--- config.mk ---
export PLATFORM = sky130hd
export DESIGN_NAME = vending_machine_param
export DESIGN_NICKNAME = d
export VERILOG_FILES = /design/src/rtl/vending_machine_param.sv
export SDC_FILE = /design/constraint.sdc
export NUM_CORES = 1
export LEC_CHECK = 0
export BUFFER_PORTS_ARGS = -buffer_cell sky130_fd_sc_hd__buf_4
export CORE_MARGIN = 1.5
export CORE_UTILIZATION = 38
export DETAILED_ROUTE_END_ITERATION = 16
export PLACE_DENSITY = 0.71
export SLEW_MARGIN = 40
export SYNTH_ARGS = -nofsm -noshare
export SYNTH_HDL_FRONTEND = slang
export SYNTH_SLANG_ARGS = --single-unit
--- constraint.sdc ---
create_clock -name clk -period 3.1 [get_ports clk]
set_input_delay 0.775 -clock clk [delete_from_list [all_inputs] [get_ports clk]]
set_output_delay 0.775 -clock clk [all_outputs]
set_load 0.01 [all_outputs]
--- src/rtl/vending_machine_param.sv ---
// Parametrised vending-machine controller: bounded coin credit, per-product prices,
// serial one-rupee change pulses after a sale or a cancel.
module vending_machine_param #(
   parameter int unsigned COIN_W     = 3,
   parameter int unsigned CREDIT_W   = 5,
   parameter int unsigned MAX_CREDIT = 15,
   parameter int unsigned NUM_PROD   = 4,
   parameter int unsigned PRICE_W    = 4,
   parameter logic [NUM_PROD*PRICE_W-1:0] PRICE_TABLE = {4'd7, 4'd5, 4'd4, 4'd3},
   localparam int unsigned SEL_W     = $clog2(NUM_PROD)
) (
   input  logic                clk,
   input  logic                rst,
   input  logic                coin_valid,
   input  logic [COIN_W-1:0]   coin_val,
   input  logic                sel_valid,
   input  logic [SEL_W-1:0]    sel,
   input  logic                cancel,
   output logic                coin_rej,
   output logic                sel_rej,
   output logic                prod_valid,
   output logic [SEL_W-1:0]    prod_id,
   output logic                change_valid,
   output logic [CREDIT_W-1:0] credit,
   output logic                busy
);

   localparam int unsigned CMP_W = (CREDIT_W > PRICE_W) ? CREDIT_W : PRICE_W;

   typedef enum logic [1:0] {StIdle, StVend, StChange} state_e;

   state_e              state_q, state_d;
   logic [CREDIT_W-1:0] credit_q, credit_d;
   logic [SEL_W-1:0]    prod_id_q, prod_id_d;
   logic                coin_rej_q, coin_rej_d;
   logic                sel_rej_q, sel_rej_d;
   logic                prod_valid_q, prod_valid_d;
   logic                change_valid_q, change_valid_d;
   logic                busy_q, busy_d;

   logic [PRICE_W-1:0]  price;
   logic                sel_in_range;
   logic                afford;
   logic [CREDIT_W:0]   coin_sum;
   logic                coin_fits;
   logic                coin_nz;

   // Explicit range check so a non-power-of-two NUM_PROD never indexes past the table.
   always_comb begin
      price        = '0;
      sel_in_range = 1'b0;
      for (int unsigned i = 0; i < NUM_PROD; i++) begin
         if (32'(sel) == i) begin
            price        = PRICE_TABLE[i*PRICE_W +: PRICE_W];
            sel_in_range = 1'b1;
         end
      end
   end

   assign afford    = CMP_W'(credit_q) >= CMP_W'(price);
   assign coin_sum  = (CREDIT_W+1)'(credit_q) + (CREDIT_W+1)'(coin_val);
   assign coin_fits = coin_sum <= (CREDIT_W+1)'(MAX_CREDIT);
   assign coin_nz   = coin_val != '0;

   always_comb begin
      state_d        = state_q;
      credit_d       = credit_q;
      prod_id_d      = prod_id_q;
      coin_rej_d     = 1'b0;
      sel_rej_d      = 1'b0;
      prod_valid_d   = 1'b0;
      change_valid_d = 1'b0;

      unique case (state_q)
         StIdle: begin
            if (cancel && credit_q != '0) begin
               state_d    = StChange;
               coin_rej_d = coin_valid;
            end else if (sel_valid) begin
               coin_rej_d = coin_valid;
               if (sel_in_range && afford) begin
                  credit_d     = CREDIT_W'(CMP_W'(credit_q) - CMP_W'(price));
                  prod_id_d    = sel;
                  prod_valid_d = 1'b1;
                  state_d      = StVend;
               end else begin
                  sel_rej_d = 1'b1;
               end
            end else if (coin_valid && coin_nz) begin
               if (coin_fits) begin
                  credit_d = CREDIT_W'(coin_sum);
               end else begin
                  coin_rej_d = 1'b1;
               end
            end
         end
         StVend: begin
            state_d    = (credit_q != '0) ? StChange : StIdle;
            coin_rej_d = coin_valid && coin_nz;
            sel_rej_d  = sel_valid;
         end
         StChange: begin
            coin_rej_d = coin_valid && coin_nz;
            sel_rej_d  = sel_valid;
            if (credit_q != '0) begin
               change_valid_d = 1'b1;
               credit_d       = credit_q - CREDIT_W'(1);
               if (credit_q == CREDIT_W'(1)) begin
                  state_d = StIdle;
               end
            end else begin
               state_d = StIdle;
            end
         end
         default: state_d = StIdle;
      endcase

      busy_d = state_d != StIdle;
   end

   always_ff @(posedge clk) begin
      if (rst) begin
         state_q        <= StIdle;
         credit_q       <= '0;
         prod_id_q      <= '0;
         coin_rej_q     <= 1'b0;
         sel_rej_q      <= 1'b0;
         prod_valid_q   <= 1'b0;
         change_valid_q <= 1'b0;
         busy_q         <= 1'b0;
      end else begin
         state_q        <= state_d;
         credit_q       <= credit_d;
         prod_id_q      <= prod_id_d;
         coin_rej_q     <= coin_rej_d;
         sel_rej_q      <= sel_rej_d;
         prod_valid_q   <= prod_valid_d;
         change_valid_q <= change_valid_d;
         busy_q         <= busy_d;
      end
   end

   assign coin_rej     = coin_rej_q;
   assign sel_rej      = sel_rej_q;
   assign prod_valid   = prod_valid_q;
   assign prod_id      = prod_id_q;
   assign change_valid = change_valid_q;
   assign credit       = credit_q;
   assign busy         = busy_q;

endmodule

Word-level counts from Yosys, hierarchy flattened --
Cells that the tools add are included.
Word-level totals: bits in registers 14, bits in latches 0, RAM bits 0, ROM bits 0, input port bits 10, output and inout port bits 12, memories kept 0
Cells by class: $add $sub $neg 3, multipliers 0, div/mod/pow operators 0, order comparisons 2, eq/ne operators 11, shift-type cells 0, multiplexer cells 33, bitwise operators 4, reduce and logical (&&, ||, !) cells 14
Operators by type and width (number):
- 2-to-1 mux 5 bit | 6
- 2-to-1 mux 2 bit | 7
- 2-to-1 mux 1 bit | 13
- 2-to-1 mux 4 bit | 3
- one-hot mux 5 bit (2 select lines) | 1
- != test 3 bit, second input constant | 3
- adder 5 x 3 -> 6 bit | 1
- equality test 2 bit, second input constant | 3
- <= comparator 6 x 4 -> 1 bit, second input constant | 1
- one-hot mux 2 bit (3 select lines) | 1
- AND reduction 6 bit | 1
- equality test 5 x 1 -> 1 bit, second input constant | 1
- >= comparator 5 x 4 -> 1 bit | 1
- nonzero test 5 bit | 1
- subtractor 5 x 1 -> 5 bit, second input constant | 1
- subtractor 5 x 4 -> 5 bit | 1
- equality test 2 x 1 -> 1 bit, second input constant | 2
- logical NOT 2 bit | 2
- != test 2 bit, second input constant | 2
- inverter 1 bit | 4
- one-hot mux 1 bit (2 select lines) | 2
- AND reduction 4 bit | 1
- nonzero test 2 bit | 2
- OR reduction 2 bit | 2
- 3 further kinds | 5

Logic depth before layout (Yosys ltp) --
Gate-level depths: netlist of the first run.
word-level depth 12, depth in mapped cells 10, mapped depth without buffers 10

Worst setup path after synthesis of the first run --
No wires, ideal clock.
path type input port to flip-flop, from input port sel[0], to register credit_q[4] (netlist: credit[4]), setup time 0.121 ns, arrival time 2.519 ns, path slack 0.460 ns, cell stages on the path 9, cell sequence inv_1 -> ha_1 -> ha_1 -> nand2_1 -> o21a_1 -> a31oi_1 -> o211ai_2 -> a221oi_2 -> mux2_2
On the way: word-level cells in the longest chain between the ends 10, elaborated cells between the ends (all ways) 21
RTL lines:
- start: declaration | RTL line 17 | input logic [SEL_W-1:0] sel,
- logical NOT 2 bit | RTL line 53 | if (32'(sel) == i) begin
- 2-to-1 mux 2 bit | RTL line 53
- 2-to-1 mux 4 bit (3 in series) | RTL line 53
- subtractor 5 x 4 -> 5 bit | RTL line 82 | credit_d = CREDIT_W'(CMP_W'(credit_q) - CMP_W'(price));
- 2-to-1 mux 5 bit | RTL line 81 | if (sel_in_range && afford) begin
- 2-to-1 mux 5 bit | RTL line 79 | end else if (sel_valid) begin
- 2-to-1 mux 5 bit | RTL line 76 | if (cancel && credit_q != '0) begin
- one-hot mux 5 bit (2 select lines) | RTL line 74 | unique case (state_q)
- end signal: assignment | RTL line 133 | credit_q <= credit_d;
- end: declaration | RTL line 33 | logic [CREDIT_W-1:0] credit_q, credit_d;
Several ways; a longest one is shown, not always the timed one. The select of a mux whose other input is x is not followed. A chain may end at the register's enable or synchronous reset.

Worst setup path after layout of the first run --
Same ends and word-level chain as after synthesis.

==> run_results.csv, run 1 <==
group,metric,value,unit
global_route,grt_pass1_wl,4610,um
worst_setup_path,crit_path_start_kind,"primary input",
status,outcome,"completed",
timing,fin_ws,0.485,ns
routing,vias,1068,
timing,worst_pin_slew,0.482,ns
timing,slew_viol_final,0,
worst_setup_path,r2r-end,"credit[4]",
power_and_ir_drop,p_leak,0.601,nW
clocking,cts_max_level,1,
min_path,min_path_type,"register to register",
worst_setup_path,critPathKind,"primary input to register",
worst_setup_path,crit_path_max_fanout,9,
timing,slew_headroom,67.9,%
die,start_util,40.4,%
die,die-area,3290,um^2
worst_setup_path,rr_startpoint,"credit[1]",
synthesis,seq_area_frac_synth,24.9,%
clocking,cts_tree,"built",
synthesis,ys.flop_type,"dfxtp_1",
min_path,hp-start,"prod_id[0]",
min_path,whs_path_depth,2,
synthesis,synth_fa_ha_area_share,22.5,%
cells_and_area,multiInputGateArea,795,um^2
routing,wire_per_inst,14.1,um
routing,drc_errors,0,
clocking,cts.sinks,14,
synthesis,muxShareOfSynthArea,4.57,%
routing,drtIter0Drc,19,
global_route,grt_pass1_vias,1025,
synthesis,synth_warnings,0,
worst_setup_path,required,3.28,ns
cells_and_area,final-seq-area,280,um^2
synthesis,synth_top_area_share,24.9,%
synthesis,synth_common_cells,"ha_1 (17), dfxtp_1 (14), nor2_1 (14)",
clocking,clkTransAtPathRegs,0.10,ns
synthesis,synth_nets,164,
die,core-area,2780,um^2
cells_and_area,nets,187,
clocking,clock_tree.root_cell,"clkbuf_4",
placed_design,gp_congestion,0.892,
global_route,grt_max_degree,16,
placed_design,hpwl,1990,um
cells_and_area,areaGrowthSynthToFinish,19.7,%
timing,finalClockSkew,0.00692,ns
synthesis,synth_edf_count,0,
clocking,insertion_delay,0.29,ns
timing,period_share,84.3,%
timing,rsz0062_at_grt,"no",
die,io_pins,22,
routing,drt_first_pass_iters,4,
global_route,grt_use_total,17.8,%
synthesis,ys_seq_elements,14,
clocking,post_cts_buffers,0,
synthesis,syn_inst,135,
synthesis,synth-xor-area-share,1.56,%
synthesis,syn-cell-area,1120,um^2
run,drv_cap,0,
timing,whs,0.518,ns
clocking,cts_buffer_depth,2,
synthesis,synth_top_family_by_area,"adder cells",
synthesis,synth-simple-area-share,20.0,%
min_path,hold_path_end,"prod_id[0]",
die,die_w,57.4,um
timing,layout_min_cycle_time,2.61,ns
clocking,cts_buffers,3,
routing,vias_per_cell,5.68,
cells_and_area,drive_gt1_share,19.1,%
synthesis,yosysMostFrequentCell,"ha_1",
synthesis,async_flop_share,0,%
timing,final_hold_viol_count,0,
synthesis,syn_area_per_cell,8.32,um^2
synthesis,ys_top_cells_by_area,"dfxtp_1 (25%), ha_1 (19%), nor2_1 (4.7%)",
global_route,overflow,0,
die,rows,19,
routing,ant_nets,0,
cells_and_area,n_fill_cell,269,
cells_and_area,antenna_cells,0,
power_and_ir_drop,vdd_drop_max,0.458,mV
synthesis,synth_top_cell_by_area,"dfxtp_1",
worst_setup_path,r2r_cells,7,
clocking,hold_buffers,0,
worst_setup_path,arrival,2.80,ns
clocking,cts_resized,0,
synthesis,synth_compound_area_share,22.0,%
placed_design,pre_cts_slack,0.201,ns
timing,tns,0,ns
worst_setup_path,crit_path_end_kind,"register",
timing,max_freq,0.382,GHz
global_route,antenna_found_initial,0,
placed_design,port_buffers,21,
die,die_y,57.4,um
power_and_ir_drop,p_per_area,715,nW/um^2
worst_setup_path,reg2reg_slack,0.64,ns
routing,wl,2650,um
timing,finalSetupViolCount,0,
synthesis,ys_types,36,
## state kept, by name, summed over array words and instances, names as in the netlist
signal        flops
prod_id           2
change_valid      1
prod_valid        1
coin_rej          1
state_q           2
sel_rej           1
busy              1
credit            5
## metal layers
metal  share of wire, %  wire, um  GRT usage, %  vias up
li1                   -         -             -      531
met1                 45      1190          23.1      489
met2                 47      1260          27.8       42
met3                6.2       163          5.44        6
met4                1.5        40          6.64        0
met5                  0         0             0        -
## worst max path at each step
stage / startpoint / to / slack (ns) / cells past startpoint
final: sel[0] / credit[4] / 0.49 / 10
after global placement: sel[0] / credit[4] / 0.22 / 10
after detailed placement: sel[0] / credit[4] / 0.20 / 10
after global routing: sel[0] / credit[4] / 0.38 / 10
after floorplan: sel[0] / credit[4] / 0.46 / 9
after CTS: sel[0] / credit[4] / 0.50 / 10
## cell usage in the layout, fill, tap and decap left out, drive strengths merged
master,instances
nor2,14
nand2,9
a221oi,1
mux2i,4
or4b,1
buf,21
clkbuf,4
and3b,1
nor3,4
or3,2
a21o,1
nor2b,2
inv,10
o21ai,9
a211o,1
dfxtp,14
o21a,1
fa,2
a31o,1
nand2b,4
and2,2
a211oi,4
nand3,3
a31oi,5
ha,17
nand4,2
a311oi,1
o31ai,1
a21oi,8
o211ai,2
xnor2,2
nor4,1
mux2,1
a32oi,1
o311ai,1
## through the flow
step | utilization [%] | instances | cell area (um^2) | power (W)
final | 48.4 | 188 | 1350 | 0.000962
after global routing | 48.4 | 188 | 1350 | 0.00106
after CTS | 48.4 | 188 | 1350 | 0.000966
after detailed placement | 47.1 | 184 | 1310 | 0.000819
after floorplan | - | 135 | 1120 | 0.000660
after global placement | 47.1 | 184 | 1310 | 0.000811
## logic make-up after synthesis
kind of cell / Yosys count
adders and majority gates: 19
DFF: 14
xor gates and xnor gates: 2
buffers and inverters: 13
AOI/OAI and AO/OA: 37
muxes: 5
and+or+nand+nor: 45
## area by class of cell
| type | count | share of cell area [%] |
|---|---|---|
| Sequential cell | 14 | 20.8 |
| Clock buffer | 4 | 2.70 |
| Multi-Input combinational cell | 108 | 59.1 |
| Inverter | 10 | 2.79 |
| Timing Repair Buffer | 21 | 11.7 |
| Tap cell | 31 | 2.88 |
## power breakdown
part,internal (W),switching [W],leakage (nW)
sequential,0.000227,0.0000463,0.115
combinational,0.000248,0.000300,0.465
clock,0.0000716,0.0000689,0.0210
## critical path, cell delays in order
cell,delay [ns]
buf_4,0.11
inv_1,0.04
ha_1,0.30
ha_1,0.29
nand2_1,0.05
o21a_1,0.21
a31oi_1,0.21
o211ai_2,0.21
a221oi_2,0.23
mux2_2,0.36
Power figures use the tool's default switching activity.
==> inputs of run 2 (changes only) <==
--- a/config.mk
+++ b/config.mk
@@ -9,7 +9,7 @@
 export CORE_MARGIN = 1.5
 export CORE_UTILIZATION = 38
 export DETAILED_ROUTE_END_ITERATION = 16
-export PLACE_DENSITY = 0.71
+export PLACE_DENSITY = 0.73
 export SLEW_MARGIN = 40
 export SYNTH_ARGS = -nofsm -noshare
 export SYNTH_HDL_FRONTEND = slang
==> constraint.sdc (replaced) <==
create_clock -name clk -period 2.17 [get_ports clk]
set_input_delay 0.5425 -clock clk [delete_from_list [all_inputs] [get_ports clk]]
set_output_delay 0.5425 -clock clk [all_outputs]
set_load 0.01 [all_outputs]
==> run 2 against run 1 <==
Effect of this change: flip-flop and latch count stayed put; sequential share of layout area shrank 3.7 points; clock power is 36% higher; critical endpoint unchanged.
==> run_results.csv, run 2 (synthesized netlist as in run 1, its figures left out) <==
group,metric,value,unit
clocking,insertion_delay,0.29,ns
worst_setup_path,slowest_delay,0.36,ns
min_path,hold_path_end,"credit[0]",
power_and_ir_drop,p_leak,0.745,nW
power_and_ir_drop,vdd_drop_max,0.590,mV
placed_design,gp_congestion,0.889,
clocking,cts.sinks,14,
clocking,cts_buffer_depth,2,
die,rows,19,
worst_setup_path,r2r-end,"credit[4]",
worst_setup_path,path_cells,"buf_4 -> inv_2 -> ha_4 -> ha_4 -> nand2_1 -> o21a_1 -> a31oi_2 -> o211ai_2 -> a221oi_2 -> mux2_2",
cells_and_area,largest_reg_flops,5,
routing,routed.top_layer,"met4",
global_route,antenna_found_initial,0,
worst_setup_path,crit_path_max_fanout,2,
routing,wl,3180,um
worst_setup_path,rr_startpoint,"credit[0]",
cells_and_area,final_cell_mix,"buf_4 (47), nor2_1 (13), ha_1 (12), dfxtp_1 (12)",
power_and_ir_drop,clkPwrFrac,11.6,%
worst_setup_path,cp_common_cell,"ha_4",
power_and_ir_drop,p_comb_share,65.4,%
die,start_util,40.4,%
die,core-area,2780,um^2
clocking,clkTransAtPathRegs,0.09,ns
placed_design,hpwl,2440,um
power_and_ir_drop,p_per_area,993,nW/um^2
cells_and_area,antenna_cells,0,
worst_setup_path,cpMaxStageDelayCell,"mux2_2",
cells_and_area,nets,214,
timing,max_freq,0.462,GHz
routing,met2_length,1570,um
routing,wl_met3,191,um
die,io_pins,22,
routing,ant_nets,0,
die,die_w,57.4,um
clocking,cts_tree,"built",
min_path,min_path_type,"primary input to register",
worst_setup_path,crit_path_start_kind,"primary input",
routing,drtIter0Drc,45,
timing,slew_viol_final,0,
power_and_ir_drop,swShare,41.7,%
timing,worst_pin_slew,0.357,ns
routing,vias,1182,
clocking,cts_max_level,1,
routing,wl_met1,1370,um
clocking,clock_tree.root_cell,"clkbuf_4",
global_route,grt_max_degree,16,
clocking,cts_buffers,3,
timing,rsz0062_at_grt,"yes",
die,die_y,57.4,um
timing,slew_headroom,76.1,%
worst_setup_path,arrival,2.35,ns
min_path,hp-start,"rst",
routing,drt_first_pass_iters,4,
global_route,overflow,0,
timing,finalClockSkew,0.000618,ns
routing,vias_per_cell,5.50,
die,die-area,3290,um^2
run,drv_cap,0,
global_route,grt_use_total,20.4,%
min_path,whs_path_depth,2,
timing,finalSetupViolCount,0,
placed_design,port_buffers,21,
global_route,grt_pass1_vias,1126,
timing,layout_min_cycle_time,2.16,ns
timing,whs,0.526,ns
timing,final_hold_viol_count,0,
worst_setup_path,required,2.35,ns
worst_setup_path,crit_path_end_kind,"register",
routing,wire_per_inst,14.8,um
cells_and_area,areaGrowthSynthToFinish,48.6,%
cells_and_area,final_common_cell,"buf_4",
timing,tns,0,ns
worst_setup_path,critPathKind,"primary input to register",
worst_setup_path,r2r_cells,8,
power_and_ir_drop,p_int,0.000966,W
status,outcome,"completed",
power_and_ir_drop,power.switching,0.000692,W
routing,drc_errors,0,
worst_setup_path,reg2reg_slack,0.006,ns
cells_and_area,drive_gt1_share,41.3,%
global_route,grt_pass1_wl,5170,um
timing,period_share,99.7,%
power_and_ir_drop,seqPwrFrac,23.0,%
## run 2: changes by cell type in the layout (fill, tap and decap cells not counted), sizes merged
| cell | before | now |
|---|---|---|
| buf | 21 | 48 |
## run 2: cell type report
cell class	count	area [um^2]
Timing Repair Buffer	48	368
Clock buffer	4	36.3
Fill cell	234	1110
Sequential cell	14	285
Inverter	10	50.0
Tap cell	31	38.8
Multi-Input combinational cell	108	891
## run 2: worst max-delay path by stage
stage / end / depth (start not counted) / from / slack [ns]
finish: credit[4] / 10 / sel[0] / 0.006
global route: credit[4] / 8 / credit[0] / -0.06
CTS: credit[4] / 10 / sel[1] / -0.003
detailed placement: credit[4] / 10 / sel[1] / -0.34
global placement: credit[4] / 10 / sel[1] / -0.31
floorplan: credit[4] / 9 / sel[1] / -0.12
## run 2: repair_timing
item	CTS	global route
hold buffers	0	0
endpoints found under the setup margin	6	9
gates resized for setup	5	13
buffers inserted	0	1
pin swaps	0	12
## run 2: worst max-delay path: cells and delay by family
family | cells | cell delay, ns
compound gates | 4 | 0.78
fa+ha+maj | 2 | 0.46
mux | 1 | 0.36
buf+inv | 2 | 0.16
simple gates | 1 | 0.04
## run 2: power by group through the flow
stage	logic, W	registers (W)	clock network, W
5_1_grt	0.00119	0.000391	0.000208
6_report	0.00108	0.000382	0.000192
3_5_place_dp	0.000985	0.000382	0
3_3_place_gp	0.000953	0.000379	0
4_1_cts	0.00104	0.000377	0.000193
2_1_floorplan	0.000548	0.000412	0
## run 2: per-stage QoR
stage / area, um^2 / worst slack, ns / std cells / total power [W] / utilization [%]
floorplan: 1170 / -0.125 / 135 / 0.000960 / -
global placement: 1550 / -0.307 / 210 / 0.00133 / 55.7
detailed placement: 1550 / -0.336 / 210 / 0.00137 / 55.7
CTS: 1610 / -0.00300 / 214 / 0.00161 / 58.0
global route: 1670 / -0.0615 / 215 / 0.00179 / 60.0
finish: 1670 / 0.00570 / 215 / 0.00166 / 60.0
## run 2: metal layers
metal  up-vias  global-route usage (%)
met5         -                       0
met4         0                    6.98
met3         5                    2.27
met2        51                    35.1
met1       536                    26.4
li1        590                       -
